[config.mk]
export PLATFORM = sky130hd
export DESIGN_NAME = hazard_ctrl_flat
export DESIGN_NICKNAME = d
export VERILOG_FILES = /design/src/rtl/hazard_ctrl_if.sv /design/src/rtl/hazard_ctrl.sv /design/src/flat_wrapper.sv
export SDC_FILE = /design/constraint.sdc
export NUM_CORES = 1
export LEC_CHECK = 0
export CAP_MARGIN = 15
export CORE_MARGIN = 2
export CORE_UTILIZATION = 35
export CTS_CLUSTER_DIAMETER = 200
export DETAILED_ROUTE_END_ITERATION = 12
export PLACE_DENSITY = 0.72
export SLEW_MARGIN = 30
export SYNTH_ARGS = -nofsm -noshare
export SYNTH_HDL_FRONTEND = slang
export SYNTH_SLANG_ARGS = --single-unit
export TNS_END_PERCENT = 30
[constraint.sdc]
create_clock -name i_clk -period 5.4 [get_ports i_clk]
set_input_delay 1.08 -clock i_clk [delete_from_list [all_inputs] [get_ports i_clk]]
set_output_delay 1.08 -clock i_clk [all_outputs]
set_load 0.02 [all_outputs]
[src/rtl/hazard_ctrl_if.sv]
// Hazard controller bundle: ID/EX register-use info, redirect and LSU stall in;
// pipeline enables, flushes, busy flag and performance counters out.
interface hazard_ctrl_if #(
   parameter int CNT_W = 32
);
   logic [4:0]       i_id_rs1;
   logic [4:0]       i_id_rs2;
   logic             i_id_rs1_used;
   logic             i_id_rs2_used;
   logic [4:0]       i_ex_rd;
   logic             i_ex_rd_wren;
   logic             i_ex_is_load;
   logic             i_ex_redirect;
   logic             i_mem_stall;
   logic             o_pc_en;
   logic             o_if_id_en;
   logic             o_if_id_flush;
   logic             o_id_ex_en;
   logic             o_id_ex_flush;
   logic             o_ex_mem_en;
   logic             o_busy;
   logic [CNT_W-1:0] o_stall_cnt;
   logic [CNT_W-1:0] o_flush_cnt;

   modport master (
      output i_id_rs1, i_id_rs2, i_id_rs1_used, i_id_rs2_used,
      output i_ex_rd, i_ex_rd_wren, i_ex_is_load, i_ex_redirect, i_mem_stall,
      input  o_pc_en, o_if_id_en, o_if_id_flush, o_id_ex_en, o_id_ex_flush,
      input  o_ex_mem_en, o_busy, o_stall_cnt, o_flush_cnt
   );

   modport slave (
      input  i_id_rs1, i_id_rs2, i_id_rs1_used, i_id_rs2_used,
      input  i_ex_rd, i_ex_rd_wren, i_ex_is_load, i_ex_redirect, i_mem_stall,
      output o_pc_en, o_if_id_en, o_if_id_flush, o_id_ex_en, o_id_ex_flush,
      output o_ex_mem_en, o_busy, o_stall_cnt, o_flush_cnt
   );
endinterface

[src/rtl/hazard_ctrl.sv]
// Hazard controller for the 5-stage RV32I core: load-use bubbles, redirect squashes,
// LSU freeze, plus stall/flush performance counters. Strobes are combinational.
module hazard_ctrl #(
   parameter int LOAD_USE_BUBBLES = 1,
   parameter int REDIRECT_CYCLES  = 1,
   parameter int CNT_W            = 32
) (
   input logic          i_clk,
   input logic          i_reset,
   hazard_ctrl_if.slave hz
);
   typedef enum logic [1:0] {
      ST_RUN     = 2'd0,
      ST_LDSTALL = 2'd1,
      ST_REDIR   = 2'd2
   } state_t;

   state_t           state_q, state_d;
   logic [2:0]       cnt_q, cnt_d;
   logic             pend_q, pend_d;
   logic [CNT_W-1:0] stall_cnt_q, flush_cnt_q;

   logic hazard_s, redir_s, stall_inc_s, flush_inc_s;
   logic pc_en_s, if_id_en_s, if_id_flush_s, id_ex_en_s, id_ex_flush_s, ex_mem_en_s;

   // A load writing x0 never produces a usable value, so it never stalls.
   assign hazard_s = hz.i_ex_is_load & hz.i_ex_rd_wren & (hz.i_ex_rd != 5'd0) &
                     ((hz.i_id_rs1_used & (hz.i_id_rs1 == hz.i_ex_rd)) |
                      (hz.i_id_rs2_used & (hz.i_id_rs2 == hz.i_ex_rd)));
   assign redir_s  = hz.i_ex_redirect | pend_q;

   // State, bubble/flush down-counter and deferred-redirect flag.
   always_ff @(posedge i_clk or negedge i_reset) begin
      if (!i_reset) begin
         state_q <= ST_RUN;
         cnt_q   <= 3'd0;
         pend_q  <= 1'b0;
      end else begin
         state_q <= state_d;
         cnt_q   <= cnt_d;
         pend_q  <= pend_d;
      end
   end

   // Performance counters; both wrap naturally at 2^CNT_W.
   always_ff @(posedge i_clk or negedge i_reset) begin
      if (!i_reset) begin
         stall_cnt_q <= '0;
         flush_cnt_q <= '0;
      end else begin
         stall_cnt_q <= stall_cnt_q + CNT_W'(stall_inc_s);
         flush_cnt_q <= flush_cnt_q + CNT_W'(flush_inc_s);
      end
   end

   // Next state and strobes: mem stall > redirect > LDSTALL/REDIR/load-use > normal.
   always_comb begin
      state_d       = state_q;
      cnt_d         = cnt_q;
      pend_d        = pend_q;
      stall_inc_s   = 1'b0;
      flush_inc_s   = 1'b0;
      pc_en_s       = 1'b0;
      if_id_en_s    = 1'b0;
      if_id_flush_s = 1'b0;
      id_ex_en_s    = 1'b0;
      id_ex_flush_s = 1'b0;
      ex_mem_en_s   = 1'b0;
      if (!i_reset) begin
         pend_d = 1'b0;
      end else if (hz.i_mem_stall) begin
         pend_d      = pend_q | hz.i_ex_redirect;
         stall_inc_s = 1'b1;
      end else if (redir_s) begin
         {pc_en_s, if_id_en_s, if_id_flush_s}     = 3'b111;
         {id_ex_en_s, id_ex_flush_s, ex_mem_en_s} = 3'b111;
         pend_d      = 1'b0;
         flush_inc_s = 1'b1;
         if (REDIRECT_CYCLES > 1) begin
            state_d = ST_REDIR;
            cnt_d   = 3'(REDIRECT_CYCLES - 1);
         end else begin
            state_d = ST_RUN;
            cnt_d   = 3'd0;
         end
      end else begin
         case (state_q)
            ST_REDIR: begin
               {pc_en_s, if_id_en_s, if_id_flush_s}     = 3'b111;
               {id_ex_en_s, id_ex_flush_s, ex_mem_en_s} = 3'b111;
               cnt_d = cnt_q - 3'd1;
               if (cnt_q == 3'd1) begin
                  state_d = ST_RUN;
               end else begin
                  state_d = ST_REDIR;
               end
            end
            ST_LDSTALL: begin
               {id_ex_en_s, id_ex_flush_s, ex_mem_en_s} = 3'b111;
               stall_inc_s = 1'b1;
               cnt_d       = cnt_q - 3'd1;
               if (cnt_q == 3'd1) begin
                  state_d = ST_RUN;
               end else begin
                  state_d = ST_LDSTALL;
               end
            end
            ST_RUN: begin
               if (hazard_s) begin
                  {id_ex_en_s, id_ex_flush_s, ex_mem_en_s} = 3'b111;
                  stall_inc_s = 1'b1;
                  if (LOAD_USE_BUBBLES > 1) begin
                     state_d = ST_LDSTALL;
                     cnt_d   = 3'(LOAD_USE_BUBBLES - 1);
                  end else begin
                     state_d = ST_RUN;
                  end
               end else begin
                  {pc_en_s, if_id_en_s, id_ex_en_s, ex_mem_en_s} = 4'b1111;
               end
            end
            default: begin
               state_d = ST_RUN;
               cnt_d   = 3'd0;
            end
         endcase
      end
   end

   assign hz.o_pc_en       = pc_en_s;
   assign hz.o_if_id_en    = if_id_en_s;
   assign hz.o_if_id_flush = if_id_flush_s;
   assign hz.o_id_ex_en    = id_ex_en_s;
   assign hz.o_id_ex_flush = id_ex_flush_s;
   assign hz.o_ex_mem_en   = ex_mem_en_s;
   assign hz.o_busy        = i_reset & (state_q != ST_RUN);
   assign hz.o_stall_cnt   = stall_cnt_q;
   assign hz.o_flush_cnt   = flush_cnt_q;
endmodule

[src/flat_wrapper.sv]
// flat-port wrapper written by rule: the top's interface ports become plain ports
module hazard_ctrl_flat 
#(
   parameter int LOAD_USE_BUBBLES = 1,
   parameter int REDIRECT_CYCLES  = 1,
   parameter int CNT_W            = 32
)
  (i_clk, i_reset, hz_i_id_rs1, hz_i_id_rs2, hz_i_id_rs1_used, hz_i_id_rs2_used, hz_i_ex_rd, hz_i_ex_rd_wren, hz_i_ex_is_load, hz_i_ex_redirect, hz_i_mem_stall, hz_o_pc_en, hz_o_if_id_en, hz_o_if_id_flush, hz_o_id_ex_en, hz_o_id_ex_flush, hz_o_ex_mem_en, hz_o_busy, hz_o_stall_cnt, hz_o_flush_cnt);
  hazard_ctrl_if #(.CNT_W(CNT_W)) hz_i ();
  input logic i_clk;
  input logic i_reset;
  input wire logic [$bits(hz_i.i_id_rs1)-1:0] hz_i_id_rs1;
  input wire logic [$bits(hz_i.i_id_rs2)-1:0] hz_i_id_rs2;
  input wire logic [$bits(hz_i.i_id_rs1_used)-1:0] hz_i_id_rs1_used;
  input wire logic [$bits(hz_i.i_id_rs2_used)-1:0] hz_i_id_rs2_used;
  input wire logic [$bits(hz_i.i_ex_rd)-1:0] hz_i_ex_rd;
  input wire logic [$bits(hz_i.i_ex_rd_wren)-1:0] hz_i_ex_rd_wren;
  input wire logic [$bits(hz_i.i_ex_is_load)-1:0] hz_i_ex_is_load;
  input wire logic [$bits(hz_i.i_ex_redirect)-1:0] hz_i_ex_redirect;
  input wire logic [$bits(hz_i.i_mem_stall)-1:0] hz_i_mem_stall;
  output wire logic [$bits(hz_i.o_pc_en)-1:0] hz_o_pc_en;
  output wire logic [$bits(hz_i.o_if_id_en)-1:0] hz_o_if_id_en;
  output wire logic [$bits(hz_i.o_if_id_flush)-1:0] hz_o_if_id_flush;
  output wire logic [$bits(hz_i.o_id_ex_en)-1:0] hz_o_id_ex_en;
  output wire logic [$bits(hz_i.o_id_ex_flush)-1:0] hz_o_id_ex_flush;
  output wire logic [$bits(hz_i.o_ex_mem_en)-1:0] hz_o_ex_mem_en;
  output wire logic [$bits(hz_i.o_busy)-1:0] hz_o_busy;
  output wire logic [$bits(hz_i.o_stall_cnt)-1:0] hz_o_stall_cnt;
  output wire logic [$bits(hz_i.o_flush_cnt)-1:0] hz_o_flush_cnt;
  assign hz_i.i_id_rs1 = hz_i_id_rs1;
  assign hz_i.i_id_rs2 = hz_i_id_rs2;
  assign hz_i.i_id_rs1_used = hz_i_id_rs1_used;
  assign hz_i.i_id_rs2_used = hz_i_id_rs2_used;
  assign hz_i.i_ex_rd = hz_i_ex_rd;
  assign hz_i.i_ex_rd_wren = hz_i_ex_rd_wren;
  assign hz_i.i_ex_is_load = hz_i_ex_is_load;
  assign hz_i.i_ex_redirect = hz_i_ex_redirect;
  assign hz_i.i_mem_stall = hz_i_mem_stall;
  assign hz_o_pc_en = hz_i.o_pc_en;
  assign hz_o_if_id_en = hz_i.o_if_id_en;
  assign hz_o_if_id_flush = hz_i.o_if_id_flush;
  assign hz_o_id_ex_en = hz_i.o_id_ex_en;
  assign hz_o_id_ex_flush = hz_i.o_id_ex_flush;
  assign hz_o_ex_mem_en = hz_i.o_ex_mem_en;
  assign hz_o_busy = hz_i.o_busy;
  assign hz_o_stall_cnt = hz_i.o_stall_cnt;
  assign hz_o_flush_cnt = hz_i.o_flush_cnt;
  hazard_ctrl #(.LOAD_USE_BUBBLES(LOAD_USE_BUBBLES), .REDIRECT_CYCLES(REDIRECT_CYCLES), .CNT_W(CNT_W)) u_core (.i_clk(i_clk), .i_reset(i_reset), .hz(hz_i));
endmodule
==> flow_summary.html <==
<table>
<tr><th>Metric</th><th>Value</th></tr>
<tr><th colspan="2">Run status</th></tr>
<tr><td>Status</td><td>complete, no violations</td></tr>
<tr><th colspan="2">Finish</th></tr>
<tr><td>Share of post-route cells with drive strength above 1</td><td>6.57%</td></tr>
<tr><td>Core utilization of the finished layout</td><td>49.1%</td></tr>
<tr><td>Filler Cell Count</td><td>891</td></tr>
<tr><td>Final non-filler cell total</td><td>559</td></tr>
<tr><td>Flip-flop and latch area</td><td>1750 um^2</td></tr>
<tr><td>Antenna cells</td><td>0</td></tr>
<tr><td>Area of the multi-input gates</td><td>1630 um^2</td></tr>
<tr><td>Signed area change from the synthesized netlist to the final layout</td><td>37.0%</td></tr>
<tr><td>Net count reported at finish</td><td>455</td></tr>
<tr><th colspan="2">Worst setup path</th></tr>
<tr><td>Cell breakdown of the critical path</td><td>clkdlybuf4s50_1 &gt; or4_1 &gt; o211ai_2 &gt; nand2b_1 &gt; a31o_2 &gt; clkdlybuf4s50_1</td></tr>
<tr><td>Crit. End Element</td><td>primary output</td></tr>
<tr><td>Highest-delay cell along the critical path</td><td>sky130_fd_sc_hd__clkdlybuf4s50_1</td></tr>
<tr><td>CP delay by family, top</td><td>buffers and inverters</td></tr>
<tr><td>Slowest cell delay on critical path</td><td>0.63 ns</td></tr>
<tr><td>Required time of the critical path</td><td>4.32 ns</td></tr>
<tr><td>Critical Path Source Type</td><td>input pin</td></tr>
<tr><td>Most common cell type on the critical path</td><td>sky130_fd_sc_hd__clkdlybuf4s50_1</td></tr>
<tr><td>Largest fanout on the critical path</td><td>5</td></tr>
<tr><td>Crit Path Class</td><td>input pin to primary output</td></tr>
<tr><td>Slack of the worst reg-to-reg path</td><td>2.68 ns</td></tr>
<tr><td>Arrival time worst endpoint</td><td>3.38 ns</td></tr>
<tr><td>Number of buffers and inverters on the critical path</td><td>2</td></tr>
<tr><th colspan="2">Logic synthesis</th></tr>
<tr><td>Seq/Total Area, Yosys</td><td>50.5%</td></tr>
<tr><td>Prevailing post-synth register cell</td><td>sky130_fd_sc_hd__dfrtp_1</td></tr>
<tr><td>EDFF count, synth</td><td>0</td></tr>
<tr><td>Post-synth top area share</td><td>50.5%</td></tr>
<tr><td>Dominant cell by count in the synthesized netlist</td><td>sky130_fd_sc_hd__dfrtp_1</td></tr>
<tr><td>Post-synth top area cell</td><td>sky130_fd_sc_hd__dfrtp_1</td></tr>
<tr><td>Post-Synthesis Cells</td><td>323</td></tr>
<tr><td>Distinct cells, synth</td><td>37</td></tr>
<tr><td>Net Count, Synth</td><td>357</td></tr>
<tr><td>Post-Syn Area</td><td>3470 um^2</td></tr>
<tr><td>Top cells by count, synth</td><td>sky130_fd_sc_hd__dfrtp_1, sky130_fd_sc_hd__xnor2_1, sky130_fd_sc_hd__nor2_1, sky130_fd_sc_hd__nand2_1, sky130_fd_sc_hd__xor2_1</td></tr>
<tr><td>Number of register bits inferred by synthesis</td><td>70</td></tr>
<tr><td>Area contributors post-synth</td><td>sky130_fd_sc_hd__dfrtp_1, sky130_fd_sc_hd__xnor2_1, sky130_fd_sc_hd__xor2_1</td></tr>
<tr><td>Yosys warning count</td><td>0</td></tr>
<tr><td>Share of async-settable or async-resettable flops after synthesis</td><td>100%</td></tr>
<tr><td>Post-Syn Area per Cell</td><td>10.7 um^2</td></tr>
<tr><th colspan="2">Route</th></tr>
<tr><td>Vias</td><td>2713</td></tr>
<tr><td>Number of DRC violations after detailed routing</td><td>0</td></tr>
<tr><td>Final wirelength</td><td>7700 um</td></tr>
<tr><td>Detailed Route Iter0 Violations</td><td>105</td></tr>
<tr><td>Number of vias per cell</td><td>4.85</td></tr>
<tr><td>Post-route antenna net violation count</td><td>0</td></tr>
<tr><td>Pre-antenna DRT Iters</td><td>4</td></tr>
<tr><td>WL per Instance</td><td>13.8 um</td></tr>
<tr><th colspan="2">Clocking</th></tr>
<tr><td>Number of buffers inserted by hold repair at cts</td><td>0</td></tr>
<tr><td>Clock H-tree levels</td><td>3</td></tr>
<tr><td>Clock tree from TritonCTS</td><td>built</td></tr>
<tr><td>Number of buffers between clock root and the deepest sink</td><td>2</td></tr>
<tr><td>Number of resized instances in the post-cts repair step</td><td>0</td></tr>
<tr><td>Clock slew at reported path FFs</td><td>0.07 ns</td></tr>
<tr><td>Number of buffers added for setup after CTS</td><td>0</td></tr>
<tr><td>Buffer type at the clock tree root</td><td>sky130_fd_sc_hd__clkbuf_8</td></tr>
<tr><td>Clock insertion delay at the later pin of the skew report</td><td>0.34 ns</td></tr>
<tr><td>Total number of clock tree sinks</td><td>70</td></tr>
<tr><td>Clock buffer count from CTS</td><td>9</td></tr>
<tr><th colspan="2">Place</th></tr>
<tr><td>Number of placed instances, taps included</td><td>543</td></tr>
<tr><td>Placer congestion estimate</td><td>0.878</td></tr>
<tr><td>Quantity of I/O buffers inserted on ports</td><td>93</td></tr>
<tr><td>Final HPWL DP</td><td>5640 um</td></tr>
<tr><th colspan="2">Timing</th></tr>
<tr><td>Relative max-transition margin</td><td>50.6%</td></tr>
<tr><td>Setup repair after global routing missed its margin</td><td>false</td></tr>
<tr><td>Min Tclk post-route</td><td>4.46 ns</td></tr>
<tr><td>Worst-margin pin slew</td><td>0.741 ns</td></tr>
<tr><td>F_max</td><td>0.224 GHz</td></tr>
<tr><td>Number of slew-limit violations in the final report</td><td>0</td></tr>
<tr><td>Total of endpoints with negative setup slack in the final report</td><td>0</td></tr>
<tr><td>Final Hold Vio Count</td><td>0</td></tr>
<tr><td>Setup Total Neg Slack</td><td>0 ns</td></tr>
<tr><td>Crit share post-route</td><td>82.6%</td></tr>
<tr><td>Layout Skew</td><td>0.0150 ns</td></tr>
<tr><td>Smallest hold slack</td><td>0.468 ns</td></tr>
<tr><th colspan="2">Global routing</th></tr>
<tr><td>Maximum number of pins on one net before global-route repair</td><td>59</td></tr>
<tr><td>Number of global-route vias before repair</td><td>2742</td></tr>
<tr><td>Initial antenna violation count</td><td>0</td></tr>
<tr><td>Global-route wire length before repair</td><td>13100 um</td></tr>
<tr><td>Total gr overflow</td><td>0</td></tr>
<tr><td>GRT Resource Usage Total</td><td>14.8%</td></tr>
<tr><th colspan="2">Power and ir drop</th></tr>
<tr><td>Cell leakage power</td><td>2.13 nW</td></tr>
<tr><td>Worst IR drop on VDD</td><td>196 uV</td></tr>
<tr><td>Total chip power</td><td>1.50 mW</td></tr>
<tr><td>Power density normalized to cell area</td><td>316 nW/um^2</td></tr>
<tr><th colspan="2">Floorplanning</th></tr>
<tr><td>Initial cell density of the core</td><td>35.8%</td></tr>
<tr><td>Count of standard-cell rows</td><td>36</td></tr>
<tr><td>I/O pin count</td><td>94</td></tr>
<tr><td>Area of the core region</td><td>9680 um^2</td></tr>
<tr><td>Width of the die</td><td>104 um</td></tr>
<tr><td>Floorplan die height</td><td>104 um</td></tr>
<tr><td>Overall die area</td><td>10700 um^2</td></tr>
<tr><th colspan="2">Min path</th></tr>
<tr><td>Class of the tightest hold or removal check</td><td>flip-flop to flip-flop</td></tr>
<tr><th colspan="2">Flow run</th></tr>
<tr><td>Max_cap viols</td><td>0</td></tr>
</table>
## registers in the layout, summed over array words and instances, names as in the netlist
name                   flops
u_core.hz.o_flush_cnt     32
u_core.hz.o_stall_cnt     32
u_core.pend_q              1
u_core.state_q             2
u_core.cnt_q               3
## area by class of cell
class,instances,share of cell area (%)
Sequential cell,70,36.9
Inverter,13,1.03
Clock inverter,4,1.47
Multi-Input combinational cell,232,34.2
Clock buffer,12,3.06
Tap cell,133,3.50
Timing Repair Buffer,95,19.9
## worst paths after layout
path,startpoint,to,depth (start not counted)
setup / recovery,hz_i_ex_rd[0],hz_o_pc_en,6
hold / removal,u_core.hz.o_stall_cnt[31],u_core.hz.o_stall_cnt[31],1
setup reg to reg,u_core.state_q[0],u_core.hz.o_stall_cnt[20],11
hold reg to reg,u_core.hz.o_stall_cnt[31],u_core.hz.o_stall_cnt[31],1
max in group asynchronous,i_reset,u_core.hz.o_stall_cnt[23],2
min in group asynchronous,i_reset,u_core.hz.o_flush_cnt[12],1
## cell families after synthesis
kind of cell	Yosys count	synth area share (%)
compound gates	17	3.43
xor+xnor	70	17.7
fa+ha+maj	11	3.97
buf+inv	21	2.60
flops	70	50.5
mux	3	0.866
simple gates	131	20.9
## stage by stage
stage	instance area (um^2)	setup WS, ns
2_1_floorplan	3470	1.95
3_3_place_gp	4540	1.00
3_5_place_dp	4540	0.949
4_1_cts	4750	0.947
5_1_grt	4750	0.840
6_report	4750	0.940
## worst register-to-register path: cells and delay by family (launching register included)
kind	cells	cell delay (ns)
buffers and inverters	1	0.12
AO/OA/AOI/OAI	1	0.16
AND/OR/NAND/NOR	5	1.04
XOR/XNOR	1	0.15
flip-flops	1	0.43
adder cells (fa/ha/maj)	3	0.74
## where the power goes
| group | leakage (nW) | total [mW] | internal (mW) | switching, mW |
|---|---|---|---|---|
| Sequential | 0.929 | 0.649 | 0.584 | 0.0650 |
| Combinational | 1.09 | 0.386 | 0.183 | 0.203 |
| Clock | 0.110 | 0.465 | 0.272 | 0.193 |
| Total | 2.13 | 1.50 | 1.04 | 0.462 |
## cells in the final DEF (no fill, tap or decap), types with 6 or more instances in the layout
cell type and n:
sky130_fd_sc_hd__nand4_1 21, sky130_fd_sc_hd__clkbuf_8 10, sky130_fd_sc_hd__nand3_1 16, sky130_fd_sc_hd__nor3_1 6
sky130_fd_sc_hd__clkdlybuf4s50_1 92, sky130_fd_sc_hd__dfrtp_1 70, sky130_fd_sc_hd__nor2_1 30, sky130_fd_sc_hd__ha_1 11
sky130_fd_sc_hd__and3_1 11, sky130_fd_sc_hd__inv_1 13, sky130_fd_sc_hd__xnor2_1 47, sky130_fd_sc_hd__xor2_1 23
sky130_fd_sc_hd__nand2_1 25
## layer usage
layer	vias up	share of wire [%]	track usage, %
met3	13	3.3	3.27
li1	1301	-	-
met4	0	1.6	6.56
met5	-	0	0
met1	1336	48	19.9
met2	63	47	23.1
(Power assumes the default switching activity.)
